[src/rtl/idex_pipe_stage.sv]
// ID->EX pipeline register with valid/ready handshake, optional skid entry,
// synchronous flush and a saturating stall counter.
module idex_pipe_stage #(
  parameter int          DATA_W  = 144,
  parameter int unsigned SKID_EN = 1,
  parameter int          CNT_W   = 16
) (
  input  logic              clk,
  input  logic              rst_n,
  input  logic              in_valid,
  input  logic [DATA_W-1:0] in_data,
  output logic              in_ready,
  output logic              out_valid,
  output logic [DATA_W-1:0] out_data,
  input  logic              out_ready,
  input  logic              flush,
  output logic [CNT_W-1:0]  stall_cnt,
  input  logic              perf_clr
);

  typedef enum logic [1:0] {EMPTY, FULL, SKID} state_t;

  localparam logic [CNT_W-1:0] CNT_MAX = '1;
  localparam logic [CNT_W-1:0] CNT_ONE = {{(CNT_W-1){1'b0}}, 1'b1};

  state_t            state_q, state_d;
  logic [DATA_W-1:0] main_q, skid_q;
  logic              in_ready_q;
  logic              skid_valid;
  logic              in_xfer, out_xfer;
  logic              load_main_in, load_main_skid, load_skid;

  assign out_valid  = (state_q != EMPTY);
  assign skid_valid = (state_q == SKID);
  assign out_data   = main_q;
  // Without a skid entry the stage can only accept when it is draining.
  assign in_ready   = (SKID_EN != 0) ? in_ready_q : (!out_valid || out_ready);
  assign in_xfer    = in_valid && in_ready;
  assign out_xfer   = out_valid && out_ready;

  always_ff @(posedge clk or negedge rst_n) begin
    if (!rst_n) begin
      state_q    <= EMPTY;
      in_ready_q <= 1'b1;
    end else begin
      state_q    <= state_d;
      in_ready_q <= (state_d != SKID);
    end
  end

  always_comb begin
    state_d        = state_q;
    load_main_in   = 1'b0;
    load_main_skid = 1'b0;
    load_skid      = 1'b0;
    case (state_q)
      EMPTY: begin
        if (in_xfer) begin
          state_d      = FULL;
          load_main_in = 1'b1;
        end
      end
      FULL: begin
        if (in_xfer && out_xfer) begin
          load_main_in = 1'b1;
        end else if (in_xfer) begin
          state_d   = SKID;
          load_skid = 1'b1;
        end else if (out_xfer) begin
          state_d = EMPTY;
        end
      end
      SKID: begin
        if (out_xfer) begin
          state_d        = FULL;
          load_main_skid = 1'b1;
        end
      end
      default: state_d = EMPTY;
    endcase
    // Flush overrides every handshake; held payload bits become don't-care.
    if (flush) begin
      state_d   = EMPTY;
      load_skid = 1'b0;
    end
  end

  always_ff @(posedge clk or negedge rst_n) begin
    if (!rst_n) begin
      main_q <= '0;
      skid_q <= '0;
    end else begin
      if (load_main_in)
        main_q <= in_data;
      else if (load_main_skid)
        main_q <= skid_q;
      if (load_skid)
        skid_q <= in_data;
    end
  end

  always_ff @(posedge clk or negedge rst_n) begin
    if (!rst_n)
      stall_cnt <= '0;
    else if (perf_clr)
      stall_cnt <= '0;
    else if (out_valid && !out_ready && stall_cnt != CNT_MAX)
      stall_cnt <= stall_cnt + CNT_ONE;
  end

endmodule
[config.mk]
export PLATFORM = sky130hd
export DESIGN_NAME = idex_pipe_stage
export DESIGN_NICKNAME = d
export VERILOG_FILES = /design/src/rtl/idex_pipe_stage.sv
export SDC_FILE = /design/constraint.sdc
export NUM_CORES = 1
export LEC_CHECK = 0
export ABC_AREA = 1
export CORE_ASPECT_RATIO = 0.5
export CORE_MARGIN = 2
export CORE_UTILIZATION = 50
export DETAILED_ROUTE_END_ITERATION = 6
export GPL_TIMING_DRIVEN = 0
export MAX_ROUTING_LAYER = met4
export PLACE_DENSITY_LB_ADDON = 0.12
export SYNTH_ARGS = -nofsm -noshare
export SYNTH_HDL_FRONTEND = slang
export SYNTH_SLANG_ARGS = --single-unit
[constraint.sdc]
create_clock -name clk -period 2.2 [get_ports clk]
set_input_delay 0.33 -clock clk [delete_from_list [all_inputs] [get_ports clk]]
set_output_delay 0.33 -clock clk [all_outputs]
set_load 0.05 [all_outputs]
==> out/results.txt, run 1 <==
The CTS sink count came out at 307. The nature of the critical path startpoint is a register. The tools report the post-synthesis instance total as 1557.

Entering global routing, the biggest net connects 121 pins. TritonCTS built the clock tree. The logs give 2052 for the post-layout net count and 17400 uW for the post-route total power. The worst setup path is captured at an output port.

Cell family with the largest share of critical-path delay: buffers and inverters. Final estimated routing congestion in global placement: 0.888. At the worst endpoint, the arrival time is 1810 ps.

Of the cells placed in the final design, the portion with a size suffix greater than 1 is 6.30%. The logs give 28 for the TritonCTS buffer count and 3 for the maximum clock insertion buffer count. The number of synthesis warnings is 0.

The die is 233 um wide. The number of setup violations in the final report was 0; the leakage power was 0.00846 uW. In the routed design, unresolved DRC markers number 0. The combined flip-flop and latch cell area was 7680 um2. Once detail routing completed, the nets flagged for antenna violations numbered 0. The critical path goes through clkdlybuf4s50_1.

At the worst endpoint, the required time is 1870 ps. For the detailed-placement wirelength estimate, the log shows 26.9 mm. The maximum fanout encountered on the critical timing path is 6, and the final worst hold slack is 356 ps. The core box area was 25500 um2; the number of cell rows was 41. The worst setup path is of the register to output port kind.

The minimum clock period was 2140 ps; the number of hold-slack violations in the final timing report was 0. By area the synthesized netlist is led by dfrtp_1 (58%), nand2_1 (10%), o21ai_0 (7.9%), a21oi_1 (5.6%), nor2_1 (4.8%). Global routing used 28.5% of the available tracks. The tools report the H-tree level count as 1. On the critical path, the stage with the largest delay is an instance of clkdlybuf4s50_1. The netlist area before placement came out at 13100 um2.

The detailed router placed 12000 vias in this run. The area growth from synthesis to layout is 35.2%. At the later pin of the worst-skew pair, clock insertion delay measures 550 ps.

Setup repair after global routing left no endpoint under its margin. The first global-routing pass estimated 61.5 mm of wire. In this run the tightest slew margin relative to its limit is 53.7%.

Peak per-stage delay on the critical path: 840 ps. The via count of the first global-routing pass was 12400. The overflow left after global routing is 0.

The final period utilization is 97.1%, and the maximum clock rate is 0.468 GHz. The flow ran to the end, and the final reports show no timing, DRC or antenna violations. The final count of pins violating max slew is 0. For this block, the initial DRC count from the detailed router was 952. The starting utilization of the core area was 51.6%.

Clock-pin slew was measured on the worst setup and hold paths at 70 ps. The area share of the leading cell type in the synthesized netlist is 58.3%, and the net count of the mapped netlist is 1708. The initial antenna violation count came out at 3. The kind of path behind the tightest hold check was primary input to async pin. The floorplan step defined a die boundary enclosing 27700 um2.

The ratio of total power to cell area was 980 nW/um2; the filler cell count in the final layout was 2055. The worst-margin pin slew was 694 ps; the peak supply drop was 593 uV. The die is 119 um tall. The synthesized netlist contains 24 unique library cells. The count of buffers added on input and output ports is 311. The cell type with the highest aggregate area in the netlist was dfrtp_1. Summing all multi-input logic gate instances after layout gives 4430 um2. Dividing the synthesized area by the synthesized cell count gives 8.44 um2. Synthesis inferred 307 register bits. The number of optimization iterations in the first detailed-route pass is 5. Across the run, the number of max-cap violations was 0. Clock tree synthesis selected as its root buffer the cell clkbuf_16.

After detailed routing, the number of vias per cell comes to 5.29. The total routed wirelength came out at 38.1 mm. Sequential elements use 58.5% of the synthesized area. The worst clock skew was 14.3 ps. The number of buffers and inverters on the critical path was 1; the I/O pin count was 312.

Post-detailed-route wirelength per cell: 16.8 um.
[area by class of cell]
cell class	count	area share, %
sequential	307	43.2
multi-input combinational	997	24.9
timing repair buffer	314	18.0
clock buffer	39	4.74
inverter	158	3.34
buffer	95	2.53
tap	344	2.42
clock inverter	12	0.823
antenna	3	0.0422
[stage by stage]
| step | cell area [um2] | setup WS (ps) | cells | util (%) | TNS (ps) |
|---|---|---|---|---|---|
| after floorplan | 13100 | 260 | 1557 | - | 0 |
| after global placement | 16700 | -11970 | 2212 | 65.5 | -3674670 |
| after detailed placement | 16700 | -260 | 2214 | 65.7 | -20330 |
| after CTS | 17700 | 3.38 | 2266 | 69.6 | 0 |
| after global routing | 17800 | 15.0 | 2269 | 69.7 | 0 |
| final | 17800 | 62.9 | 2269 | 69.7 | 0 |
[cells in the mapped netlist, drive strengths merged]
master / count
xor2: 5
nand4: 13
nand3: 9
a21oi: 148
nor2: 171
o21bai: 4
nand2: 351
ha: 1
dfstp: 1
dfrtp: 306
buf: 58
xnor2: 1
o21ai: 294
clkbuf: 37
inv: 158
[power by group]
part	switching (uW)	total, uW	internal (uW)	leakage, uW
Clock	2180	5220	3030	0.000489
Combinational	3080	4740	1660	0.00419
Sequential	655	7470	6810	0.00379
[sequential cells by signal, indices dropped and copies added (netlist names)]
| name | flops |
|---|---|
| state_q | 2 |
| out_data | 144 |
| stall_cnt | 16 |
| in_ready | 1 |
| skid_q | 144 |
[cells by family (layout without fill, tap and decap cells)]
family,count (synthesis),count (layout),share of synthesized area (%)
AND/OR/NAND/NOR,544,544,16.1
XOR/XNOR,6,6,0.400
adder cells (fa/ha/maj),1,1,0.0952
other,0,3,0
buffers and inverters,253,618,7.90
AO/OA/AOI/OAI,446,446,17.1
flip-flops,307,307,58.5
[routing by layer]
layer	GRT usage [%]	vias up	wire, um
li1	-	5673	-
met1	36.5	5913	16100
met2	47.4	350	19200
met3	4.10	66	1910
met4	8.20	0	958
met5	-	-	0
[repair_timing]
action                                  CTS  global route
hold endpoints to repair                 86             0
gates resized for setup                   4            11
setup buffers                             0             0
hold buffers                              1             0
endpoints found under the setup margin    4            69
[cell usage in the layout, fill, tap and decap left out, types with 2 or more instances in the layout]
| master | synthesis | routed |
|---|---|---|
| a21oi_1 | 148 | 148 |
| buf_16 | 0 | 2 |
| buf_2 | 53 | 51 |
| buf_4 | 2 | 2 |
| buf_6 | 2 | 2 |
| bufinv_16 | 0 | 3 |
| clkbuf_1 | 37 | 39 |
| clkbuf_16 | 0 | 29 |
| clkbuf_4 | 0 | 2 |
| clkbuf_8 | 0 | 8 |
| clkdlybuf4s50_1 | 0 | 299 |
| clkinv_2 | 0 | 7 |
| clkinvlp_4 | 0 | 2 |
| dfrtp_1 | 306 | 306 |
| diode_2 | 0 | 3 |
| dlygate4sd2_1 | 0 | 4 |
| dlymetal6s2s_1 | 0 | 7 |
| inv_1 | 155 | 155 |
| inv_2 | 3 | 2 |
| nand2_1 | 350 | 350 |
| nand3_1 | 7 | 7 |
| nand3_2 | 2 | 2 |
| nand4_1 | 13 | 13 |
| nor2_1 | 168 | 168 |
| nor2_2 | 3 | 3 |
| o21ai_0 | 208 | 208 |
| o21ai_1 | 85 | 84 |
| o21ai_2 | 1 | 2 |
| o21bai_1 | 4 | 4 |
| xor2_1 | 5 | 5 |
[worst paths after layout]
path	start	slack (ps)	end	cells after the start
hold reg to reg	skid_q[45]$_DFFE_PN0P_	490	skid_q[45]$_DFFE_PN0P_	2
hold / removal	rst_n	360	out_data[84]$_DFFE_PN0P_	2
setup reg to reg	in_ready$_DFF_PN1_	150	out_data[83]$_DFFE_PN0P_	9
setup / recovery	stall_cnt[13]$_DFFE_PN0P_	60	stall_cnt[13]	1
min in group clk	in_data[103]	360	skid_q[103]$_DFFE_PN0P_	3
max in group asynchronous	rst_n	790	skid_q[142]$_DFFE_PN0P_	3
Power figures use the tool's default switching activity.
==> run 2: changes to the inputs <==
Settings changed: SLEW_MARGIN set to 20.
==> run 2 against run 1 <==
Effect of this change: clock power decreased by 5.9%; total power decreased by 1.7%; combinational power about the same; global-route usage decreased by 0.20 points; sequential power about the same; non-clock buffer count increased by 1; clock-buffer cell count unchanged; first-iteration DRC count increased by 13%; final cell count unchanged; register-to-register slack got worse by 30 ps; die area unchanged; largest cell class unchanged; setup slack got worse by 12 ps.
==> out/results.txt, run 2 (same netlist as run 1, synthesis figures left out) <==
The tools report the post-route total power as 17100 uW (was 17400 uW). The critical path arrival was 1820 ps (was 1810 ps). The maximum number of pins on one net before global-route repair came out at 101 (was 121).

The H-tree level count was 1 (unchanged). The nature of the critical path startpoint was a register (unchanged). Most common library cell in the layout ignoring fill and taps: nand2_1 (unchanged). The starting utilization of the core area came out at 51.6% (unchanged). Kind of end point of the critical path: an output port (unchanged). The peak per-stage delay on the critical path was 840 ps (about the same). The total routing resource utilization after global routing is 28.3% (was 28.5%). The floorplan die width was 233 um (unchanged); the TritonCTS buffer count was 27 (was 28). The run gives 2215 (was 2214) as the number of instances in the placed design. Kind of path behind the tightest hold check: primary input to async pin (unchanged). The final instance area was 17700 um2 (was 17800 um2).

The signed area change from the synthesized netlist to the final layout works out to 35.0% (was 35.2%). The peak supply drop came out at 503 uV (was 593 uV). The total of max-cap violations came out at 0 (unchanged). The final estimated routing congestion in global placement was 0.888 (unchanged). The flow ran to the end, and the final reports show no timing, DRC or antenna violations. Maximum fanout encountered on the critical timing path: 6 (unchanged).

The number of setup violations in the final report was 0 (unchanged); the average vias per placed instance was 5.33 (was 5.29). The core box area came out at 25500 um2 (unchanged). The run gives 5 (unchanged) as the number of optimization iterations in the first detailed-route pass. The chip height was 119 um (unchanged). Via count of the first global-routing pass: 12100 (was 12400).

The logs give 1075 (was 952) for the starting DRC count in detailed routing and 27700 um2 (unchanged) for the die area. For the CTS sink count, the log shows 307 (unchanged). The root buffer cell was clkbuf_16 (unchanged).

Clock-pin slew on the worst setup and hold paths: 70 ps (about the same). The post-detailed-route wirelength per cell came out at 16.8 um (about the same). Maximum clock rate: 0.465 GHz (was 0.468 GHz).

The total routed wirelength is 38.1 mm (about the same), and the final standard cell count with taps included and fillers excluded is 2269 (unchanged). The number of cell rows came out at 41 (unchanged). For the first-pass GRT wire length, the log shows 61.1 mm (was 61.5 mm).

For the worst slew margin relative to its limit, the log shows 59.8% (was 53.7%). Detailed-placement wirelength estimate: 27.1 mm (was 26.9 mm). The critical path start-end classification was register to output port (unchanged). The initial antenna violation count came out at 5 (was 3). The port buffer count is 311 (unchanged), and the worst-margin pin slew is 601 ps (was 694 ps). The setup slack of the most critical reg-to-reg path was 120 ps (was 150 ps).

The tools report the number of vias after detailed routing as 12100 (was 12000). The slowest library cell on the worst path was clkdlybuf4s50_1 (unchanged). The leakage power was 0.00845 uW (was 0.00846 uW). The run gives 0 (unchanged) as the overflow left after global routing. Clock insertion delay at the later pin of the skew report: 540 ps (was 550 ps).

The share of layout cells above drive strength 1 was 6.25% (was 6.30%). Cell family with the largest share of critical-path delay: buffers and inverters (unchanged). For the number of hold-slack violations in the final timing report, the log shows 0 (unchanged).

Worst clock skew: 10.9 ps (was 14.3 ps). The number of cell instances on the worst register-to-register path was 9 (unchanged). The tools report the source of the worst register-to-register timing path as in_ready$_DFF_PN1_ (unchanged). Number of buffers and inverters on the critical path: 1 (unchanged).

The I/O pin count is 312 (unchanged), and the final count of pins violating max slew is 0 (unchanged). Setup repair after global routing could not meet its margin everywhere. TritonCTS built the clock tree.

Commonest cells after routing, fill and taps aside: nand2_1 (350), dfrtp_1 (306), clkdlybuf4s50_1 (299) (unchanged). The post-layout net count was 2052 (unchanged). The ratio of total power to cell area was 966 nW/um2 (was 980 nW/um2).

Critical path cell sequence: clkdlybuf4s50_1 (unchanged). The buffer count from post-CTS setup fixing is 0 (unchanged), and the required arrival time at the worst endpoint is 1870 ps (about the same). The minimum clock period works out to 2150 ps (was 2140 ps).

Worst flop-to-flop path endpoint: out_data[101]$_DFFE_PN0P_ (was out_data[83]$_DFFE_PN0P_). The final period utilization was 97.7% (was 97.1%); the post-detailed-placement cell area was 16800 um2 (was 16700 um2). The number of antenna-violating nets in the routed design is 0 (unchanged), and the maximum clock insertion buffer count is 3 (unchanged). The count of unresolved DRC violations after routing came out at 0 (unchanged).
[run 2: changes by cell type in the layout (fill, tap and decap cells not counted), sizes merged]
cell / previous run / this run
buf: 59 / 56
bufinv: 3 / 2
clkbuf: 78 / 82
clkinvlp: 2 / 0
diode: 3 / 5
[run 2: per-layer routing]
metal	up-vias	GRT usage [%]	wire length, um
li1	5673	-	-
met1	5976	36.8	16300
met2	363	46.0	18700
met3	85	4.01	1810
met4	0	8.92	1240
met5	-	-	0
[run 2: worst max path at each step]
stage	start	depth (start not counted)	slack, ps	endpoint
finish	stall_cnt[13]$_DFFE_PN0P_	1	50	stall_cnt[13]
global route	state_q[0]$_DFF_PN0_	8	-30	skid_q[10]$_DFFE_PN0P_
CTS	stall_cnt[8]$_DFFE_PN0P_	1	7	stall_cnt[8]
detailed placement	in_valid	10	-240	out_data[101]$_DFFE_PN0P_
global placement	rst_n	1	-11970	skid_q[0]$_DFFE_PN0P_
floorplan	stall_cnt[1]$_DFFE_PN0P_	10	260	stall_cnt[8]$_DFFE_PN0P_
[run 2: where the power goes]
group | switching (uW) | total (uW) | internal, uW
logic | 3080 | 4750 | 1670
clock network | 2120 | 4910 | 2790
registers | 659 | 7470 | 6810
total | 5860 | 17100 | 11300
[run 2: stage by stage]
stage | hold slack, ps | util (%) | setup WS [ps] | TNS (ps)
3_3_place_gp | 461 | 65.5 | -11970 | -3674670
4_1_cts | 295 | 69.4 | 7.31 | 0
5_1_grt | 311 | 69.6 | -26.1 | -215
3_5_place_dp | 268 | 65.8 | -241 | -18060
6_report | 283 | 69.6 | 51.2 | 0
2_1_floorplan | 34.4 | - | 260 | 0
[run 2: layout make-up]
| class | instances | area, um2 |
|---|---|---|
| flip-flops and latches | 307 | 7680 |
| diodes | 5 | 12.5 |
| plain buffers | 95 | 464 |
| inverters | 158 | 596 |
| multi-input cells | 997 | 4420 |
| well taps | 344 | 430 |
| repair buffers | 315 | 3220 |
| fillers | 1993 | 7750 |
| clock buffers | 39 | 811 |
| clock inverters | 9 | 98.8 |
[run 2: timing repair]
item / in CTS / in global routing
setup endpoints to repair: 4 / 81
hold buffers: 1 / 0
gates resized for setup: 4 / 21
endpoints found under the hold margin: 53 / 0
